[src/rtl/vedic6_mac_if.sv]
// Operand/result bundle for the 6x6 multiply-accumulate block.
// Latency: n/a (wires only).
// Backpressure: in_valid/in_ready on operands, sum_valid/sum_ready on results.
interface vedic6_mac_if #(
    parameter int ACC_W = 16
);
    logic [5:0]       a;
    logic [5:0]       b;
    logic             in_valid;
    logic             in_ready;
    logic [ACC_W-1:0] sum;
    logic             sum_valid;
    logic             sum_ready;

    // Producer/consumer side: drives operands, takes results.
    modport master (
        output a, b, in_valid, sum_ready,
        input  in_ready, sum, sum_valid
    );

    // MAC side: takes operands, drives results.
    modport slave (
        input  a, b, in_valid, sum_ready,
        output in_ready, sum, sum_valid
    );
endinterface

[src/rtl/vedic6_mac.sv]
// Vedic 3x3 multiplier: vertical-and-crosswise column sums.
// Latency: combinational.
// Backpressure: none.
module vedic3x3 (
    input  logic [2:0] x_i,
    input  logic [2:0] y_i,
    output logic [5:0] p_o
);
    logic [1:0] col1;
    logic [1:0] col2;
    logic [1:0] col3;

    assign col1 = 2'(x_i[1] & y_i[0]) + 2'(x_i[0] & y_i[1]);
    assign col2 = 2'(x_i[2] & y_i[0]) + 2'(x_i[1] & y_i[1]) + 2'(x_i[0] & y_i[2]);
    assign col3 = 2'(x_i[2] & y_i[1]) + 2'(x_i[1] & y_i[2]);
    // Column weights 2^0..2^4; carries ripple through the final add.
    assign p_o  = 6'(x_i[0] & y_i[0]) + (6'(col1) << 1) + (6'(col2) << 2)
                + (6'(col3) << 3) + (6'(x_i[2] & y_i[2]) << 4);
endmodule

// Vedic 6x6 multiplier built from four 3x3 crosswise blocks.
// Latency: combinational.
// Backpressure: none.
module vedic6x6 (
    input  logic [5:0]  x_i,
    input  logic [5:0]  y_i,
    output logic [11:0] p_o
);
    logic [5:0] p_ll;
    logic [5:0] p_lh;
    logic [5:0] p_hl;
    logic [5:0] p_hh;

    vedic3x3 u_ll (.x_i(x_i[2:0]), .y_i(y_i[2:0]), .p_o(p_ll));
    vedic3x3 u_lh (.x_i(x_i[2:0]), .y_i(y_i[5:3]), .p_o(p_lh));
    vedic3x3 u_hl (.x_i(x_i[5:3]), .y_i(y_i[2:0]), .p_o(p_hl));
    vedic3x3 u_hh (.x_i(x_i[5:3]), .y_i(y_i[5:3]), .p_o(p_hh));

    // Low, crosswise (weight 8) and high (weight 64) partials.
    assign p_o = 12'(p_ll) + ((12'(p_lh) + 12'(p_hl)) << 3) + (12'(p_hh) << 6);
endmodule

// Sums COUNT unsigned 6x6 products, then presents the total until taken.
// Latency: sum_valid rises one edge after the last operand accept.
// Backpressure: in_ready drops from last accept until the sum is handed off.
module vedic6_mac #(
    parameter int COUNT = 4,
    parameter int ACC_W = 16
) (
    input  logic         clk,
    input  logic         rst_n,
    input  logic         clr,
    vedic6_mac_if.slave  bus
);
    if (COUNT < 1 || COUNT > 16) begin : g_bad_count
        $error("vedic6_mac: COUNT must be 1..16");
    end
    if (ACC_W < 12 + $clog2(COUNT)) begin : g_bad_acc_w
        $error("vedic6_mac: ACC_W too narrow for COUNT products");
    end

    typedef enum logic [1:0] {ST_ACC, ST_FLUSH, ST_HOLD} state_t;

    state_t           state_q, state_d;
    logic [5:0]       a_q, a_d;
    logic [5:0]       b_q, b_d;
    logic             pend_q, pend_d;
    logic [ACC_W-1:0] acc_q, acc_d;
    logic [4:0]       cnt_q, cnt_d;
    logic             in_ready_q, in_ready_d;
    logic             sum_valid_q, sum_valid_d;
    logic [11:0]      prod;
    logic             accept;

    vedic6x6 u_mul (.x_i(a_q), .y_i(b_q), .p_o(prod));

    assign accept        = bus.in_valid && in_ready_q;
    assign bus.in_ready  = in_ready_q;
    assign bus.sum_valid = sum_valid_q;
    assign bus.sum       = acc_q;

    // Next state: capture stage feeds the add stage one edge later; clr overrides all.
    always_comb begin
        state_d     = state_q;
        a_d         = a_q;
        b_d         = b_q;
        pend_d      = 1'b0;
        acc_d       = acc_q;
        cnt_d       = cnt_q;
        in_ready_d  = in_ready_q;
        sum_valid_d = sum_valid_q;

        if (pend_q) begin
            acc_d = acc_q + ACC_W'(prod);
        end

        case (state_q)
            ST_ACC: begin
                if (accept) begin
                    a_d    = bus.a;
                    b_d    = bus.b;
                    pend_d = 1'b1;
                    cnt_d  = cnt_q + 5'd1;
                    if (cnt_q + 5'd1 == 5'(COUNT)) begin
                        state_d    = ST_FLUSH;
                        in_ready_d = 1'b0;
                    end
                end
            end
            ST_FLUSH: begin
                // Last product lands in the accumulator on this edge.
                state_d     = ST_HOLD;
                sum_valid_d = 1'b1;
            end
            ST_HOLD: begin
                if (bus.sum_ready) begin
                    acc_d       = '0;
                    cnt_d       = '0;
                    state_d     = ST_ACC;
                    in_ready_d  = 1'b1;
                    sum_valid_d = 1'b0;
                end
            end
            default: begin
                state_d     = ST_ACC;
                in_ready_d  = 1'b1;
                sum_valid_d = 1'b0;
            end
        endcase

        if (clr) begin
            state_d     = ST_ACC;
            a_d         = a_q;
            b_d         = b_q;
            pend_d      = 1'b0;
            acc_d       = '0;
            cnt_d       = '0;
            in_ready_d  = 1'b1;
            sum_valid_d = 1'b0;
        end
    end

    // State, datapath and registered handshake outputs.
    always_ff @(posedge clk or negedge rst_n) begin
        if (!rst_n) begin
            state_q     <= ST_ACC;
            a_q         <= '0;
            b_q         <= '0;
            pend_q      <= 1'b0;
            acc_q       <= '0;
            cnt_q       <= '0;
            in_ready_q  <= 1'b1;
            sum_valid_q <= 1'b0;
        end else begin
            state_q     <= state_d;
            a_q         <= a_d;
            b_q         <= b_d;
            pend_q      <= pend_d;
            acc_q       <= acc_d;
            cnt_q       <= cnt_d;
            in_ready_q  <= in_ready_d;
            sum_valid_q <= sum_valid_d;
        end
    end
endmodule
[src/flat_wrapper.sv]
// flat-port wrapper written by rule: the top's interface ports become plain ports
module vedic6_mac_flat 
#(
    parameter int COUNT = 4,
    parameter int ACC_W = 16
)
  (clk, rst_n, clr, bus_a, bus_b, bus_in_valid, bus_sum_ready, bus_in_ready, bus_sum, bus_sum_valid);
  vedic6_mac_if #(.ACC_W(ACC_W)) bus_i ();
  input  logic clk;
  input  logic rst_n;
  input  logic clr;
  input wire logic [$bits(bus_i.a)-1:0] bus_a;
  input wire logic [$bits(bus_i.b)-1:0] bus_b;
  input wire logic [$bits(bus_i.in_valid)-1:0] bus_in_valid;
  input wire logic [$bits(bus_i.sum_ready)-1:0] bus_sum_ready;
  output wire logic [$bits(bus_i.in_ready)-1:0] bus_in_ready;
  output wire logic [$bits(bus_i.sum)-1:0] bus_sum;
  output wire logic [$bits(bus_i.sum_valid)-1:0] bus_sum_valid;
  assign bus_i.a = bus_a;
  assign bus_i.b = bus_b;
  assign bus_i.in_valid = bus_in_valid;
  assign bus_i.sum_ready = bus_sum_ready;
  assign bus_in_ready = bus_i.in_ready;
  assign bus_sum = bus_i.sum;
  assign bus_sum_valid = bus_i.sum_valid;
  vedic6_mac #(.COUNT(COUNT), .ACC_W(ACC_W)) u_core (.clk(clk), .rst_n(rst_n), .clr(clr), .bus(bus_i));
endmodule
[config.mk]
export PLATFORM = sky130hd
export DESIGN_NAME = vedic6_mac_flat
export DESIGN_NICKNAME = d
export VERILOG_FILES = /design/src/rtl/vedic6_mac_if.sv /design/src/rtl/vedic6_mac.sv /design/src/flat_wrapper.sv
export SDC_FILE = /design/constraint.sdc
export NUM_CORES = 1
export LEC_CHECK = 0
export ABC_CLOCK_PERIOD_IN_PS = 7700
export BUFFER_PORTS_ARGS = -buffer_cell sky130_fd_sc_hd__buf_2
export CAP_MARGIN = 20
export CORE_MARGIN = 2
export CORE_UTILIZATION = 30
export DETAILED_ROUTE_END_ITERATION = 10
export GPL_ROUTABILITY_DRIVEN = 0
export PLACE_DENSITY = 0.51
export SYNTH_ARGS = -nofsm -noshare
export SYNTH_HDL_FRONTEND = slang
export SYNTH_SLANG_ARGS = --single-unit
[constraint.sdc]
create_clock -name clk -period 7.7 [get_ports clk]
set_input_delay 1.54 -clock clk [delete_from_list [all_inputs] [get_ports clk]]
set_output_delay 1.54 -clock clk [all_outputs]
set_load 0.05 [all_outputs]
==> results of run 1 <==
## cell usage in the layout, fill, tap and decap left out, drive strengths merged, types with 7 or more instances in the layout
| cell type | netlist | routed |
|---|---|---|
| xnor2 | 12 | 12 |
| nor2 | 19 | 19 |
| nand2 | 50 | 50 |
| a21o | 16 | 16 |
| inv | 15 | 15 |
| o21ai | 14 | 14 |
| buf | 1 | 35 |
| xor2 | 15 | 15 |
| fa | 12 | 12 |
| dfrtp | 37 | 37 |
| and2 | 39 | 39 |
| ha | 47 | 47 |
| clkbuf | 5 | 7 |
| a21oi | 22 | 22 |
## layout make-up
type / instances / area (um2)
sequential: 38 / 952
fill: 1160 / 7050
clock buffer: 7 / 143
tap: 140 / 175
inverter: 15 / 56.3
timing repair buffer: 35 / 178
multi-input combinational: 306 / 2350
clock inverter: 1 / 30.0
## worst register-to-register path, delay by kind of cell (launching register included)
family | cells | cell delay (ps)
AOI/OAI and AO/OA | 7 | 1090
DFF | 1 | 460
xor gates and xnor gates | 4 | 790
and+or+nand+nor | 4 | 670
buffers and inverters | 2 | 110
adders and majority gates | 6 | 2030
## power by group through the flow
stage	clock network [mW]	logic [mW]	registers, mW
5_1_grt	0.260	0.509	0.258
2_1_floorplan	0	0.312	0.287
6_report	0.245	0.448	0.253
4_1_cts	0.254	0.452	0.253
3_3_place_gp	0	0.441	0.256
3_5_place_dp	0	0.447	0.257
## flip-flops by register name, summed over array words and instances (netlist names)
register and flops:
u_core.bus.in_ready 1, u_core.a_q 6, u_core.state_q 2, u_core.b_q 6, u_core.pend_q 1, u_core.bus.sum 16
u_core.bus.sum_valid 1, u_core.cnt_q 5
## kinds of logic (layout without fill, tap and decap cells)
kind of cell,count (synthesis),after routing,synth area share (%)
simple gates,133,133,19.8
xor+xnor,27,27,7.00
buf+inv,21,58,2.37
compound gates,81,81,16.3
mux,6,6,1.78
flops,38,38,28.2
fa+ha+maj,59,59,24.5
## final timing paths
path / start / end / slack, ps / depth (start not counted)
setup / recovery: u_core.b_q[5] / u_core.bus.sum[12] / 2450 / 23
hold / removal: u_core.bus.in_ready / u_core.bus.in_ready / 460 / 2
setup reg to reg: u_core.b_q[5] / u_core.bus.sum[12] / 2450 / 23
hold reg to reg: u_core.bus.in_ready / u_core.bus.in_ready / 460 / 2
max in group asynchronous: rst_n / u_core.bus.sum[4] / 5740 / 1
min in group asynchronous: rst_n / u_core.b_q[4] / 1380 / 1
## per-layer routing
| metal | GRT usage [%] | up-vias | wire (um) |
|---|---|---|---|
| met5 | 0 | - | 0 |
| met4 | 3.75 | 0 | 101 |
| met3 | 2.12 | 6 | 284 |
| met2 | 21.6 | 41 | 3350 |
| met1 | 18.8 | 1223 | 3690 |
| li1 | - | 1344 | - |
==> reports/qor.log, run 1 <==
[outcome] run status completed
[worst_setup_path] worst-path cell with the longest stage delay sky130_fd_sc_hd__fa_1
[worst_setup_path] Largest delay share family, worst path adder cells
[power_and_ir_drop] Combinational Power Share 47.3%
[clock_tree] CTS tree built
[timing] count of final setup violators 0
[synthesis] area leader, netlist sky130_fd_sc_hd__dfrtp_1
[die] Die Outline Area 12100 um2
[timing] Final TNS setup 0 ps
[synthesis] share of synthesized registers carrying an async set or reset 100%
[timing] Final Slew Violations 0
[power_and_ir_drop] share of power burned in the clock network 25.9%
[routing] Vias per Instance 4.82
[clock_tree] Clk Tree Root Cell sky130_fd_sc_hd__clkbuf_16
[synthesis] top post-synthesis cells by count sky130_fd_sc_hd__nand2_1 (50), sky130_fd_sc_hd__ha_1 (47), sky130_fd_sc_hd__and2_1 (38), sky130_fd_sc_hd__dfrtp_1 (37), sky130_fd_sc_hd__a21oi_1 (21)
[hold_path] Worst Hold Class flip-flop to flip-flop
[global_routing] global-route wire length before repair 12800 um
[clock_tree] Skew-Pair Late Insertion Delay 280 ps
[worst_setup_path] critical path data required time 7870 ps
[worst_setup_path] largest incremental delay on the critical path 540 ps
[worst_setup_path] largest fanout on the critical path 7
[global_routing] via count of the first global-routing pass 2636
[global_routing] total overflow reported by the global router 0
[timing] Max transition margin 39.4%
[cells_and_area] share of layout cells above drive strength 1 13.9%
[cells_and_area] non-filler instance count after layout 542
[die] top-level I/O count 35
[clock_tree] Gates resized, CTS repair 0
[global_routing] initial antenna violation count 0
[synthesis] flip-flop cell with the highest count after synthesis sky130_fd_sc_hd__dfrtp_1
[synthesis] synthesized netlist cell count 365
[power_and_ir_drop] P_leak 2.07 nW
[timing] final-layout worst hold slack 464 ps
[routing] routed wire length 7430 um
[timing] setup slack after layout 2450 ps
[cells_and_area] post-layout utilization of the core 35.5%
[synthesis] top cell type's share of synthesized area 27.4%
[clock_tree] number of post-CTS setup repair buffers 0
[synthesis] average size of a mapped cell 9.26 um2
[synthesis] top-count cell post-synth sky130_fd_sc_hd__nand2_1
[clock_tree] clk slew on worst S/H paths 60 ps
[timing] skew final 6.29 ps
[routing] Initial DRT Pass Iterations 4
[routing] count of unresolved DRC violations after routing 0
[die] starting utilization of the core area 30.9%
[global_routing] overall global routing resource usage 13.5%
[timing] setup repair after global routing missed its margin false
[placement] pre-CTS worst setup slack 2440 ps
[worst_setup_path] critical path startpoint category flip-flop
[cells_and_area] Syn-to-layout area delta 14.8%
[worst_setup_path] CP cell instances and2_1 > fa_1 > ha_1 > inv_1 > fa_1 > inv_1 > ha_1 > a21oi_1 > xnor2_1 > xor2_1 > ha_1 > a21o_1 > a21oi_1 > o21bai_1 > a21oi_1 > xor2_1 > ha_1 > or2_2 > o22ai_1 > nand2b_1 > a21oi_1 > xnor2_1 > nor2_1
[routing] total number of vias 2614
[placement] detailed placer's ending HPWL 5830 um
[routing] Post-DRT Antenna Nets 0
[cells_and_area] fin nets 477
[placement] Placed Instances 534
[cells_and_area] diode insertion count for antenna repair 0
[timing] actual transition at the worst max-transition pin 909 ps
[placement] count of buffers from port buffering 34
[clock_tree] CTS HTree Levels 2
[worst_setup_path] data arrival at the endpoint of the critical path 5430 ps
[timing] highest achievable clock rate 190 MHz
[die] standard-cell rows 38
[worst_setup_path] Buf+Inv Stages, Crit Path 2
[power_and_ir_drop] IR drop worst, VDD 0.128 mV
[worst_setup_path] nature of the critical path endpoint flip-flop
[power_and_ir_drop] fraction of power spent switching nets 40.1%
[routing] wire length per cell after detailed routing 13.7 um
[worst_setup_path] class of the most critical setup path flip-flop to flip-flop
[clock_tree] clock tree buffer depth 2
[power_and_ir_drop] total power consumption of the routed design 946 uW
[die] Core Box Area 10900 um2
[die] die outline height 110 um
[power_and_ir_drop] total internal power 566 uW
[synthesis] Synth Warn # 0
[clock_tree] count of hold buffers inserted by post-cts repair 0
[synthesis] register area share after synthesis 28.2%
[synthesis] cell types occupying the most area after synthesis sky130_fd_sc_hd__dfrtp_1 (27%), sky130_fd_sc_hd__ha_1 (17%), sky130_fd_sc_hd__fa_1 (7.1%), sky130_fd_sc_hd__and2_1 (7.0%), sky130_fd_sc_hd__nand2_1 (5.6%)
[synthesis] number of library cell types mapped by synthesis 52
[clock_tree] CTS buffer count 5
[run] MaxCap Viol Count 0
[timing] ratio of final minimum period to clock period 68.2%
[timing] post-layout minimum cycle time 5250 ps
[routing] First DRT Iteration DRCs 76
[synthesis] post-synthesis instance area 3380 um2
[cells_and_area] final instance area 3880 um2
[synthesis] count of flip-flops with a built-in enable after synthesis 0
[power_and_ir_drop] net switching power figure 379 uW
[clock_tree] clk sink count 38
[power_and_ir_drop] Reg power frac 26.7%
[synthesis] post-synth net total 441
[global_routing] pin count of the biggest net entering global routing 39
[placement] post-place instance area 3710 um2
[timing] number of hold-slack violations in the final timing report 0
[synthesis] post-synthesis register bit count 38
[die] Die X-Extent 110 um
[power_and_ir_drop] power density over the cells 244 nW/um2
Note: power is estimated with default switching activity, not from simulation.
==> run 2: changes to the inputs <==
--- a/config.mk
+++ b/config.mk
@@ -5,7 +5,7 @@
 export SDC_FILE = /design/constraint.sdc
 export NUM_CORES = 1
 export LEC_CHECK = 0
-export ABC_CLOCK_PERIOD_IN_PS = 7700
+export ABC_CLOCK_PERIOD_IN_PS = 5000
 export BUFFER_PORTS_ARGS = -buffer_cell sky130_fd_sc_hd__buf_2
 export CAP_MARGIN = 20
 export CORE_MARGIN = 2
==> constraint.sdc (replaced) <==
create_clock -name clk -period 5 [get_ports clk]
set_input_delay 1 -clock clk [delete_from_list [all_inputs] [get_ports clk]]
set_output_delay 1 -clock clk [all_outputs]
set_load 0.05 [all_outputs]
==> reports/qor.log, run 2 (synthesized netlist as in run 1, its figures left out) <==
[timing] actual transition at the worst max-transition pin 730 ps [-180 ps]
[cells_and_area] share of layout cells above drive strength 1 28.7% [+15 points]
[worst_setup_path] CP cell instances buf_6 > and2_4 > fa_1 > ha_2 > fa_1 > xor2_1 > ha_1 > xnor2_2 > nand2_1 > xnor2_1 > ha_1 > xor2_1 > ha_1 > and4_4 > o2bb2ai_1 > a31oi_1 > buf_4 > a211oi_1 > xnor2_1 > nor2_1
[clock_tree] Clk Tree Root Cell sky130_fd_sc_hd__clkbuf_16
[timing] skew final 4.50 ps [-1.79 ps]
[placement] count of buffers from port buffering 34 [unchanged]
[clock_tree] clk sink count 38 [unchanged]
[global_routing] via count of the first global-routing pass 2690 [+2.0%]
[routing] routed wire length 8020 um [+7.9%]
[clock_tree] CTS HTree Levels 2 [unchanged]
[worst_setup_path] worst r2r src u_core.b_q[1]
[routing] First DRT Iteration DRCs 91 [+20%]
[timing] number of hold-slack violations in the final timing report 0 [unchanged]
[routing] top routing layer used met4
[routing] wire length per cell after detailed routing 14.1 um [+2.8%]
[routing] wire length the detailed router placed on met1 4050 um [+9.6%]
[worst_setup_path] reg2reg path depth 20 [-13%]
[global_routing] global-route wire length before repair 13200 um [+3.2%]
[outcome] run status completed
[worst_setup_path] class of the most critical setup path flip-flop to flip-flop
[worst_setup_path] worst-path cell with the longest stage delay sky130_fd_sc_hd__fa_1
[worst_setup_path] RR Endpoint u_core.bus.sum[14]
[global_routing] initial antenna violation count 0 [unchanged]
[cells_and_area] leading cell type in the layout, fill and taps excluded sky130_fd_sc_hd__nand2_1
[routing] routed length on met3 245 um [-14%]
[timing] post-layout minimum cycle time 4870 ps [-383 ps]
[clock_tree] CTS buffer count 5 [unchanged]
[die] die outline height 110 um [unchanged]
[timing] Final TNS setup 0 ps [unchanged]
[routing] count of unresolved DRC violations after routing 0 [unchanged]
[timing] ratio of final minimum period to clock period 97.4% [+29 points]
[global_routing] overall global routing resource usage 14.0% [+0.56 points]
[timing] setup repair after global routing missed its margin true
[power_and_ir_drop] power density over the cells 362 nW/um2 [+48%]
[worst_setup_path] largest fanout on the critical path 4 [-3]
[worst_setup_path] Most common cell on crit path sky130_fd_sc_hd__ha_1
[worst_setup_path] nature of the critical path endpoint flip-flop
[worst_setup_path] data arrival at the endpoint of the critical path 5040 ps [-390 ps]
[worst_setup_path] critical path startpoint category flip-flop
[clock_tree] clock tree buffer depth 2 [unchanged]
[die] top-level I/O count 35 [unchanged]
[cells_and_area] fin nets 504 [+5.7%]
[placement] post-place instance area 3900 um2 [+5.1%]
[clock_tree] clk slew on worst S/H paths 60 ps [about the same]
[run] MaxCap Viol Count 0 [unchanged]
[worst_setup_path] Worst R2R Setup Slack 130 ps [-2320 ps]
[worst_setup_path] critical path launch point u_core.b_q[1]
[timing] Final Slew Violations 0 [unchanged]
[worst_setup_path] critical path data required time 5170 ps [-2700 ps]
[hold_path] Worst Hold Class flip-flop to flip-flop
[routing] total number of vias 2764 [+5.7%]
[cells_and_area] fill cell count 1141 [-1.6%]
[cells_and_area] final instance area 4290 um2 [+10%]
[worst_setup_path] worst setup path endpoint u_core.bus.sum[14]
[die] Die Outline Area 12100 um2 [unchanged]
[cells_and_area] max FFs per register 16 [unchanged]
[placement] detailed placer's ending HPWL 6180 um [+5.9%]
[cells_and_area] most frequent cells in the layout sky130_fd_sc_hd__nand2_1 (50), sky130_fd_sc_hd__ha_1 (41), sky130_fd_sc_hd__dfrtp_1 (37)
[routing] routed wl met2 3650 um [+8.7%]
[routing] Post-DRT Antenna Nets 0 [unchanged]
[die] standard-cell rows 38 [unchanged]
[global_routing] total overflow reported by the global router 0 [unchanged]
[routing] Initial DRT Pass Iterations 4 [unchanged]
[cells_and_area] post-layout utilization of the core 39.2% [+3.7 points]
[timing] count of final setup violators 0 [unchanged]
[global_routing] pin count of the biggest net entering global routing 39 [unchanged]
[die] Core Box Area 10900 um2 [unchanged]
[clock_tree] Skew-Pair Late Insertion Delay 280 ps [about the same]
[die] starting utilization of the core area 30.9% [unchanged]
[timing] Max transition margin 51.4% [+12 points]
[cells_and_area] Syn-to-layout area delta 26.9%
[routing] Vias per Instance 4.86 [+0.72%]
[clock_tree] CTS tree built
[cells_and_area] diode insertion count for antenna repair 0 [unchanged]
[die] Die X-Extent 110 um [unchanged]
[worst_setup_path] largest incremental delay on the critical path 450 ps [-90 ps]
[power_and_ir_drop] P_leak 2.27 nW [+9.8%]
[power_and_ir_drop] IR drop worst, VDD 0.149 mV [+17%]
[timing] highest achievable clock rate 205 MHz [+7.9%]
-- run 2: how the worst min path moves through the flow --
| stage | from | cells after the start | endpoint |
|---|---|---|---|
| 2_1_floorplan | u_core.cnt_q[3] | 1 | u_core.state_q[0] |
| 3_3_place_gp | u_core.bus.sum_valid | 1 | u_core.bus.sum_valid |
| 3_5_place_dp | u_core.bus.sum_valid | 1 | u_core.bus.sum_valid |
| 4_1_cts | u_core.bus.in_ready | 2 | u_core.bus.in_ready |
| 5_1_grt | u_core.bus.sum_valid | 1 | u_core.bus.sum_valid |
| 6_report | u_core.bus.in_ready | 2 | u_core.bus.in_ready |
-- run 2: power breakdown --
part	switching, mW	total [mW]	internal (mW)
Clock	0.132	0.330	0.198
Sequential	0.0328	0.375	0.342
Combinational	0.480	0.846	0.366
Total	0.645	1.55	0.906
-- run 2: layer usage --
metal  global-route usage, %  vias up
met1                    20.2     1321
met5                       0        -
met2                    22.0       46
met3                    2.41        6
met4                    3.21        0
li1                        -     1391
-- run 2: worst max-delay path, delay by kind of cell, from the launching register on --
kind / cells / cell delay (ps)
AO/OA/AOI/OAI: 3 / 440
XOR/XNOR: 5 / 930
adder cells (fa/ha/maj): 6 / 2080
buffers and inverters: 2 / 310
flip-flops: 1 / 410
AND/OR/NAND/NOR: 4 / 580
-- run 2: area by class of cell --
type	count	area [um2]	area share, %
timing repair buffer	62	404	9.43
sequential	38	952	22.2
inverter	15	56.3	1.31
multi-input combinational	306	2550	59.4
tap	140	175	4.09
clock buffer	6	139	3.24
clock inverter	2	12.5	0.292
-- run 2: through the flow --
stage                     hold slack, ps  setup slack (ps)  instances  power (mW)
after floorplan                      459               205        365       0.923
after CTS                            474             -8.62        567        1.50
after global placement               455             -28.8        559        1.12
after detailed placement             463              -112        559        1.14
final                                468               128        569        1.55
after global routing                 489             -86.8        569        1.68
-- run 2: timing repair --
item / in CTS / in global routing
gates resized for setup: 9 / 41
endpoints found under the setup margin: 5 / 7
buffers inserted: 0 / 1
cloned: 0 / 0
pin swaps: 6 / 24
hold buffers: 0 / 0
==> run 3: changes to the inputs <==
--- a/config.mk
+++ b/config.mk
@@ -13,6 +13,7 @@
 export DETAILED_ROUTE_END_ITERATION = 10
 export GPL_ROUTABILITY_DRIVEN = 0
 export PLACE_DENSITY = 0.51
+export REMOVE_ABC_BUFFERS = 1
 export SYNTH_ARGS = -nofsm -noshare
 export SYNTH_HDL_FRONTEND = slang
 export SYNTH_SLANG_ARGS = --single-unit
==> reports/qor.log, run 3 (synthesized netlist as in run 1, its figures left out) <==
[placement] post-place instance area 3920 um2 [+0.58%]
[cells_and_area] final instance area 4390 um2 [+2.4%]
[clock_tree] CTS HTree Levels 2 [unchanged]
[global_routing] global-route wire length before repair 13000 um [-1.7%]
[placement] detailed placer's ending HPWL 6060 um [-1.9%]
[worst_setup_path] Largest delay share family, worst path adder cells
[global_routing] initial antenna violation count 0 [unchanged]
[cells_and_area] Syn-to-layout area delta 29.9%
[power_and_ir_drop] total power consumption of the routed design 1.62 mW [+4.4%]
[cells_and_area] fin nets 512 [+1.6%]
[placement] Placed Instances 562 [+0.54%]
[routing] count of unresolved DRC violations after routing 0 [unchanged]
[run] MaxCap Viol Count 0 [unchanged]
[hold_path] Worst Hold Class flip-flop to flip-flop
[worst_setup_path] critical path data required time 5170 ps [about the same]
[clock_tree] CTS buffer count 5 [unchanged]
[die] top-level I/O count 35 [unchanged]
[worst_setup_path] largest fanout on the critical path 5 [+1]
[global_routing] overall global routing resource usage 13.7% [-0.36 points]
[timing] Max transition margin 41.0% [-10 points]
[global_routing] total overflow reported by the global router 0 [unchanged]
[global_routing] met1 usage 17.8% [-2.4 points]
[outcome] run status completed
[clock_tree] clk slew on worst S/H paths 60 ps [about the same]
[timing] ratio of final minimum period to clock period 98.2% [+0.79 points]
[clock_tree] Clk Tree Root Cell sky130_fd_sc_hd__clkbuf_16
[cells_and_area] leading cell type in the layout, fill and taps excluded sky130_fd_sc_hd__nand2_1
[die] Core Box Area 10900 um2 [unchanged]
[cells_and_area] most frequent cells in the layout sky130_fd_sc_hd__nand2_1 (49), sky130_fd_sc_hd__ha_1 (40), sky130_fd_sc_hd__dfrtp_1 (36)
[routing] Vias per Instance 4.78 [-1.5%]
[routing] Post-DRT Antenna Nets 0 [unchanged]
[global_routing] Global Route met2 Usage 23.3% [+1.3 points]
[routing] routed wire length 7930 um [-1.1%]
[cells_and_area] non-filler instance count after layout 577 [+1.4%]
[routing] First DRT Iteration DRCs 76 [-16%]
[clock_tree] Skew-Pair Late Insertion Delay 290 ps [about the same]
[cells_and_area] max FFs per register 16 [unchanged]
[timing] highest achievable clock rate 204 MHz [-0.80%]
[timing] number of hold-slack violations in the final timing report 0 [unchanged]
[die] die outline height 110 um [unchanged]
[timing] setup slack after layout 88.8 ps [-39.5 ps]
[cells_and_area] share of layout cells above drive strength 1 31.6% [+2.9 points]
[routing] Initial DRT Pass Iterations 5 [+1]
[power_and_ir_drop] P_leak 2.28 nW [+0.51%]
[timing] setup repair after global routing missed its margin true
[worst_setup_path] CP cell instances buf_6 > and2_4 > fa_1 > ha_2 > fa_2 > ha_4 > o21ai_2 > o21bai_1 > a21oi_2 > xnor2_2 > nand3_1 > xor2_1 > ha_1 > buf_6 > a21oi_4 > xnor2_2 > ha_1 > o21a_4 > o22ai_4 > buf_4 > a211oi_2 > xnor2_1 > nor2_1
[routing] total number of vias 2760 [-0.14%]
[global_routing] grt peak-use layer met2
[power_and_ir_drop] power density over the cells 369 nW/um2 [+2.0%]
[timing] Final Slew Violations 0 [unchanged]
[power_and_ir_drop] IR drop worst, VDD 0.165 mV [+11%]
[routing] wire length per cell after detailed routing 13.7 um [-2.5%]
[cells_and_area] post-layout utilization of the core 40.1% [+0.94 points]
[die] standard-cell rows 38 [unchanged]
[global_routing] pin count of the biggest net entering global routing 39 [unchanged]
[die] Die X-Extent 110 um [unchanged]
[timing] final-layout worst hold slack 473 ps [+4.87 ps]
[cells_and_area] diode insertion count for antenna repair 0 [unchanged]
[die] Die Outline Area 12100 um2 [unchanged]
[global_routing] routing usage on met3 2.65% [+0.24 points]
[worst_setup_path] nature of the critical path endpoint flip-flop
[placement] pre-CTS worst setup slack -122 ps [-10.4 ps]
[timing] post-layout minimum cycle time 4910 ps [+39.5 ps]
[worst_setup_path] worst-path cell with the longest stage delay sky130_fd_sc_hd__fa_1
[timing] count of final setup violators 0 [unchanged]
[placement] count of buffers from port buffering 34 [unchanged]
[timing] actual transition at the worst max-transition pin 885 ps [+156 ps]
[timing] Final TNS setup 0 ps [unchanged]
[cells_and_area] fill cell count 1098 [-3.8%]
[clock_tree] clk sink count 38 [unchanged]
[clock_tree] CTS tree built
[clock_tree] clock tree buffer depth 2 [unchanged]
[die] starting utilization of the core area 30.9% [unchanged]
[worst_setup_path] largest incremental delay on the critical path 540 ps [+90 ps]
[worst_setup_path] class of the most critical setup path flip-flop to flip-flop
[global_routing] via count of the first global-routing pass 2831 [+5.2%]
[worst_setup_path] Buf+Inv Stages, Crit Path 3 [+1]
[worst_setup_path] critical path startpoint category flip-flop
[timing] skew final 8.43 ps [+3.94 ps]
[worst_setup_path] data arrival at the endpoint of the critical path 5090 ps [+50 ps]
[run 3: cell types whose count changed in the layout (fill, tap and decap cells not counted), sizes merged]
| cell | delta |
|---|---|
| buf | +8 |
[run 3: where the power goes]
group	internal [mW]	total, mW	switching (mW)
Combinational	0.413	0.908	0.494
Clock	0.198	0.332	0.135
Sequential	0.342	0.380	0.0374
[run 3: metal layers]
metal	share of wire, %	routed length [um]
met5	0	0
met4	0.91	72
met3	2.6	207
met2	48	3820
met1	48	3820
[run 3: what timing repair did]
| action | in CTS | in global routing |
|---|---|---|
| setup buffers | 0 | 7 |
| gates resized for setup | 12 | 50 |
| pin swaps | 3 | 36 |
| cloned | 0 | 0 |
| endpoints found under the setup margin | 6 | 7 |
| hold buffers | 0 | 0 |
[run 3: path summary, 6_finish.rpt]
kind                                      from                   to  slack (ps)  cells past startpoint
setup / recovery                 u_core.b_q[0]   u_core.bus.sum[14]          90                     23
min in group asynchronous                rst_n   u_core.bus.sum[12]         820                      1
hold / removal             u_core.bus.in_ready  u_core.bus.in_ready         470                      2
hold reg to reg            u_core.bus.in_ready  u_core.bus.in_ready         470                      2
max in group asynchronous                rst_n        u_core.a_q[1]        3550                      1
setup reg to reg                 u_core.b_q[0]   u_core.bus.sum[14]          90                     23
[run 3: layout make-up]
| type | count | area [um2] | area share [%] |
|---|---|---|---|
| clock buffers | 6 | 139 | 3.16 |
| clock inverters | 2 | 12.5 | 0.285 |
| inverters | 15 | 56.3 | 1.28 |
| multi-input cells | 306 | 2600 | 59.3 |
| flip-flops and latches | 38 | 953 | 21.7 |
| well taps | 140 | 175 | 3.99 |
| repair buffers | 70 | 452 | 10.3 |
[run 3: worst register-to-register path: stages, from the launching register on]
cell,delay (ps)
sky130_fd_sc_hd__dfrtp_1,390
sky130_fd_sc_hd__buf_6,130
sky130_fd_sc_hd__and2_4,150
sky130_fd_sc_hd__fa_1,540
sky130_fd_sc_hd__ha_2,200
sky130_fd_sc_hd__fa_2,440
sky130_fd_sc_hd__ha_4,320
sky130_fd_sc_hd__o21ai_2,60
sky130_fd_sc_hd__o21bai_1,180
sky130_fd_sc_hd__a21oi_2,90
sky130_fd_sc_hd__xnor2_2,200
sky130_fd_sc_hd__nand3_1,120
sky130_fd_sc_hd__xor2_1,170
sky130_fd_sc_hd__ha_1,330
sky130_fd_sc_hd__buf_6,130
sky130_fd_sc_hd__a21oi_4,160
sky130_fd_sc_hd__xnor2_2,80
sky130_fd_sc_hd__ha_1,300
sky130_fd_sc_hd__o21a_4,160
sky130_fd_sc_hd__o22ai_4,80
sky130_fd_sc_hd__buf_4,140
sky130_fd_sc_hd__a211oi_2,220
sky130_fd_sc_hd__xnor2_1,150
sky130_fd_sc_hd__nor2_1,50
